`config.mk`:
```
export PLATFORM = sky130hd
export DESIGN_NAME = shift_load_sequencer
export DESIGN_NICKNAME = d
export VERILOG_FILES = /design/src/rtl/shift_load_sequencer.sv
export SDC_FILE = /design/constraint.sdc
export NUM_CORES = 1
export LEC_CHECK = 0
export CORE_MARGIN = 3
export CORE_UTILIZATION = 52
export CTS_CLUSTER_SIZE = 16
export DETAILED_ROUTE_END_ITERATION = 8
export HOLD_SLACK_MARGIN = 0.05
export PLACE_DENSITY = 0.9
export SYNTH_ARGS = -nofsm -noshare
export SYNTH_HDL_FRONTEND = slang
export SYNTH_SLANG_ARGS = --single-unit
```
`constraint.sdc`:
```
create_clock -name clk -period 2.9 [get_ports clk]
set_clock_uncertainty 0.15 [all_clocks]
set_input_delay 0.29 -clock clk [delete_from_list [all_inputs] [get_ports clk]]
set_output_delay 0.29 -clock clk [all_outputs]
set_load 0.01 [all_outputs]
```
`src/rtl/shift_load_sequencer.sv`:
```
// Serialises a parallel word into the serial-data/mode port of a universal shift register.
// Optional build macro SHIFT_CLEAR_BEFORE_LOAD_EN inserts a register-clearing load cycle before shifting.
//
// purpose : accept a word over valid/ready and drive WIDTH shift commands so the register ends up holding it
// latency : first command one cycle after accept; done pulse WIDTH+1 cycles after accept (+1 with clear)
// backpressure: in_ready is low from accept until the cycle after done (or after an abort)
module shift_load_sequencer #(
  parameter int WIDTH = 4,
  parameter int CNT_W = 8
) (
  input  logic             clk,
  input  logic             reset,
  input  logic             in_valid,
  output logic             in_ready,
  input  logic [WIDTH-1:0] in_data,
  input  logic             in_dir,
  input  logic             abort,
  output logic [1:0]       sr_mode,
  output logic             sr_data,
  output logic             busy,
  output logic             done,
  output logic [CNT_W-1:0] word_count
);

  localparam int KW = (WIDTH > 1) ? $clog2(WIDTH) : 1;
  localparam logic [KW-1:0] K_LAST = KW'(WIDTH - 1);

  localparam logic [1:0] MODE_LEFT  = 2'b00;
  localparam logic [1:0] MODE_RIGHT = 2'b01;
  localparam logic [1:0] MODE_LOAD  = 2'b10;
  localparam logic [1:0] MODE_HOLD  = 2'b11;

`ifdef SHIFT_CLEAR_BEFORE_LOAD_EN
  typedef enum logic [1:0] {
    ST_IDLE  = 2'd0,
    ST_CLEAR = 2'd1,
    ST_SHIFT = 2'd2,
    ST_DONE  = 2'd3
  } state_t;
`else
  typedef enum logic [1:0] {
    ST_IDLE  = 2'd0,
    ST_SHIFT = 2'd2,
    ST_DONE  = 2'd3
  } state_t;
`endif

  state_t             state_q, state_d;
  logic [KW-1:0]      k_q, k_d;
  logic [WIDTH-1:0]   word_q, word_d;
  logic               dir_q, dir_d;
  logic               in_ready_q, in_ready_d;
  logic [1:0]         sr_mode_q, sr_mode_d;
  logic               sr_data_q, sr_data_d;
  logic               busy_q, busy_d;
  logic               done_q, done_d;
  logic [CNT_W-1:0]   word_count_q, word_count_d;

  // MSB-first for left shifts, LSB-first for right shifts.
  function automatic logic pick_bit(input logic [WIDTH-1:0] word,
                                    input logic             dir,
                                    input logic [KW-1:0]    k);
    logic [KW-1:0] idx;
    idx = dir ? k : (K_LAST - k);
    return word[idx];
  endfunction

  function automatic logic [1:0] shift_mode(input logic dir);
    return dir ? MODE_RIGHT : MODE_LEFT;
  endfunction

  always_comb begin
    state_d      = state_q;
    k_d          = k_q;
    word_d       = word_q;
    dir_d        = dir_q;
    in_ready_d   = 1'b0;
    sr_mode_d    = MODE_HOLD;
    sr_data_d    = 1'b0;
    busy_d       = 1'b0;
    done_d       = 1'b0;
    word_count_d = word_count_q;

    case (state_q)
      ST_IDLE: begin
        in_ready_d = 1'b1;
        if (in_valid && in_ready_q) begin
          word_d     = in_data;
          dir_d      = in_dir;
          in_ready_d = 1'b0;
          busy_d     = 1'b1;
          k_d        = '0;
`ifdef SHIFT_CLEAR_BEFORE_LOAD_EN
          state_d    = ST_CLEAR;
          sr_mode_d  = MODE_LOAD;
`else
          state_d    = ST_SHIFT;
          sr_mode_d  = shift_mode(in_dir);
          sr_data_d  = pick_bit(in_data, in_dir, '0);
`endif
        end
      end

`ifdef SHIFT_CLEAR_BEFORE_LOAD_EN
      ST_CLEAR: begin
        if (abort) begin
          state_d    = ST_IDLE;
          in_ready_d = 1'b1;
        end else begin
          state_d   = ST_SHIFT;
          busy_d    = 1'b1;
          k_d       = '0;
          sr_mode_d = shift_mode(dir_q);
          sr_data_d = pick_bit(word_q, dir_q, '0);
        end
      end
`endif

      ST_SHIFT: begin
        if (abort) begin
          // Register keeps its partial contents; only the sequencer unwinds.
          state_d    = ST_IDLE;
          in_ready_d = 1'b1;
          k_d        = '0;
        end else if (k_q == K_LAST) begin
          state_d      = ST_DONE;
          done_d       = 1'b1;
          k_d          = '0;
          word_count_d = word_count_q + CNT_W'(1);
        end else begin
          k_d       = k_q + KW'(1);
          busy_d    = 1'b1;
          sr_mode_d = shift_mode(dir_q);
          sr_data_d = pick_bit(word_q, dir_q, k_q + KW'(1));
        end
      end

      ST_DONE: begin
        state_d    = ST_IDLE;
        in_ready_d = 1'b1;
      end

      default: begin
        state_d = ST_IDLE;
      end
    endcase
  end

  always_ff @(posedge clk) begin
    if (!reset) begin
      state_q      <= ST_IDLE;
      k_q          <= '0;
      word_q       <= '0;
      dir_q        <= 1'b0;
      in_ready_q   <= 1'b0;
      sr_mode_q    <= MODE_HOLD;
      sr_data_q    <= 1'b0;
      busy_q       <= 1'b0;
      done_q       <= 1'b0;
      word_count_q <= '0;
    end else begin
      state_q      <= state_d;
      k_q          <= k_d;
      word_q       <= word_d;
      dir_q        <= dir_d;
      in_ready_q   <= in_ready_d;
      sr_mode_q    <= sr_mode_d;
      sr_data_q    <= sr_data_d;
      busy_q       <= busy_d;
      done_q       <= done_d;
      word_count_q <= word_count_d;
    end
  end

  assign in_ready   = in_ready_q;
  assign sr_mode    = sr_mode_q;
  assign sr_data    = sr_data_q;
  assign busy       = busy_q;
  assign done       = done_q;
  assign word_count = word_count_q;

endmodule

```
==> impl_metrics.yaml <==
die:
  initial_core_util_pct: 58.6
  core_um2: 1820
  dieArea_um2: 2630
  ios: 23
  placementRows: 15
  chipWidth_um: 51.3
  die_y_um: 51.3
setup_path:
  worst_ep_required_time_ns: 2.97
  critPathLaunchType: "flop"
  cp-end-kind: "flop"
  crit_fanout: 8
  worstSetupPathType: "reg2reg"
  cp.arrival_ns: 1.85
run_status:
  outcome: "complete, no violations"
timing:
  finalMaxSlewViolations: 0
  max_slew.worst_pin.slew_ns: 0.574
  fin_hold_ws_ns: 0.354
  finalCritPeriodShare_pct: 61.4
  setup_viol_count_final: 0
  maxSlewHeadroom_pct: 61.6
  min_period_ns: 1.78
  rsz0062_at_grt: "no"
  tns_ns: 0
  hold_viol_final: 0
  max_freq_mhz: 562
yosys:
  synth.distinct_cells: 36
  mappedNetlistArea_um2: 1070
  ys_top_cells_by_area: "dfxtp_1 43%, mux2i_1 7.5%, and2_1 5.3%"
  netlist_instances: 105
  synth_fp_nets: 116
  yosysTopAreaCellShare_pct: 43.2
  syn_avg_cell_area_um2: 10.2
  synth_seq_cells: 23
  ys_seq_area_share_pct: 43.2
  yosysWarnings: 0
  synth_top_area_cell: "dfxtp_1"
grt:
  grt_pass1_vias: 762
  grt_pass1_wl_um: 3390
  grtUsageTotal_pct: 17.6
  gr-total-overflow: 0
  antenna_found_initial: 0
  grt_max_degree: 23
finish:
  final_cell_mix: "23 x dfxtp_1, 22 x clkdlybuf4s50_1, 9 x and2_1, 8 x nand2_1, 8 x mux2i_1"
  final_common_cell: "dfxtp_1"
  antenna_cells: 0
  nets: 138
  syn_to_final_growth_pct: 23.1
  drive_gt1_share_pct: 5.56
  n_fill_cell: 152
clock_network:
  holdBufCountCts: 0
  cts_htree_levels: 1
  post_cts_resized: 0
  clock-sinks: 23
  numCtsBuffers: 3
  clockBufferDepth: 2
  clk-insertion-delay-late_ns: 0.31
  clkSlewWorstSetupHoldPaths_ns: 0.11
  cts_root_buf: "clkbuf_4"
  postCtsSetupBuffers: 0
  cts_tree: "yes"
power_and_ir_drop:
  p_leak_nw: 0.485
  power_density_nw_per_um2: 408
  peakVddDrop_v: 0.000304
placed_design:
  io_buffers: 22
  hpwlAfterDp_um: 1440
  place_congestion: 0.735
routing:
  num_vias: 793
  drc: 0
  wirelength_um: 1910
  wl_per_cell_um: 12.7
  drtAntennaViolNets: 0
  routed_via_density: 5.25
  drtIter0Drc: 10
  drtPass1Iterations: 4
worst_hold_path:
  hold_class: "reg2reg"
run:
  maxCapViolCount: 0
==> flip-flops by register name, summed over array words and instances (netlist names) <==
register and flops:
k_q 2, done 1, dir_q 1, word_count 8, word_q 4, state_q 2
sr_mode 2, in_ready 1, sr_data 1, busy 1
==> cells in the mapped netlist <==
| library cell | number |
|---|---|
| buf_6 | 1 |
| a21boi_0 | 2 |
| and4b_1 | 1 |
| a21oi_1 | 3 |
| inv_1 | 2 |
| nand2_1 | 8 |
| nor4_1 | 2 |
| nand4_1 | 3 |
| and2b_1 | 1 |
| xnor2_1 | 5 |
| nor3_1 | 2 |
| o2111ai_1 | 1 |
| o21ai_0 | 2 |
| o21a_1 | 2 |
| buf_2 | 1 |
| nor2_1 | 3 |
| mux2i_1 | 8 |
| nor3b_2 | 1 |
| dfxtp_1 | 23 |
| nand2b_1 | 1 |
| and2_1 | 9 |
| and4bb_4 | 1 |
| nor3_4 | 1 |
| ha_1 | 2 |
| and3_1 | 1 |
| buf_4 | 1 |
| nor2b_1 | 6 |
| nor3b_1 | 2 |
| o41ai_1 | 1 |
| o211a_1 | 1 |
| nand3_1 | 1 |
| xor2_1 | 2 |
| nand4bb_4 | 1 |
| a311oi_1 | 1 |
| clkbuf_1 | 2 |
| nor4bb_1 | 1 |
==> worst max-delay path: stages, from the launching register on <==
cell and delay, ns:
dfxtp_1 0.48, ha_1 0.34, and4b_1 0.23, a311oi_1 0.25
o2111ai_1 0.15, o41ai_1 0.08
==> metal layers <==
metal  GRT usage [%]  routed length, um  vias up
li1                -                  -      411
met1            22.6                877      357
met2            26.6                883       20
met3            2.62                 92        5
met4            13.1                 61        0
met5               0                  0        -
==> power by group <==
group          leakage (nW)  internal, mW  switching [mW]  total (mW)
combinational         0.283        0.0333          0.0243      0.0576
clock                0.0150        0.0538          0.0903       0.144
sequential            0.187         0.325         0.00939       0.334
==> cell families (layout without fill, tap and decap cells) <==
logic type	Yosys count	in the layout	synth area share, %
buffers and inverters	7	28	3.64
adders and majority gates	2	2	2.35
DFF	23	23	43.2
and+or+nand+nor	45	45	29.0
AOI/OAI and AO/OA	13	13	8.57
muxes	8	8	7.51
xor gates and xnor gates	7	7	5.75
==> cell type report <==
class                           count  area [um^2]  area share (%)
Timing Repair Buffer               22          220            16.8
Sequential cell                    23          460            35.1
Tap cell                           25         31.3            2.38
Clock buffer                        4         26.3            2.00
Multi-Input combinational cell     75          567            43.2
Inverter                            2         7.51           0.572
==> final timing paths <==
path         startpoint       to  slack, ns  cells after the start
max              k_q[0]  sr_data       1.12                      5
min              k_q[1]   k_q[1]       0.35                      2
max reg2reg      k_q[0]  sr_data       1.12                      5
min reg2reg      k_q[1]   k_q[1]       0.35                      2
==> stage by stage <==
| stage | power (mW) | utilization (%) | std cells | area [um^2] | setup slack (ns) |
|---|---|---|---|---|---|
| after CTS | 0.542 | 72.1 | 151 | 1310 | 1.10 |
| after detailed placement | 0.399 | 70.7 | 147 | 1290 | 0.992 |
| final | 0.536 | 72.1 | 151 | 1310 | 1.12 |
| after floorplan | 0.373 | - | 105 | 1070 | 1.32 |
| after global placement | 0.396 | 70.7 | 147 | 1290 | 1.07 |
| after global routing | 0.567 | 72.1 | 151 | 1310 | 0.987 |
Note: power is estimated with default switching activity, not from simulation.
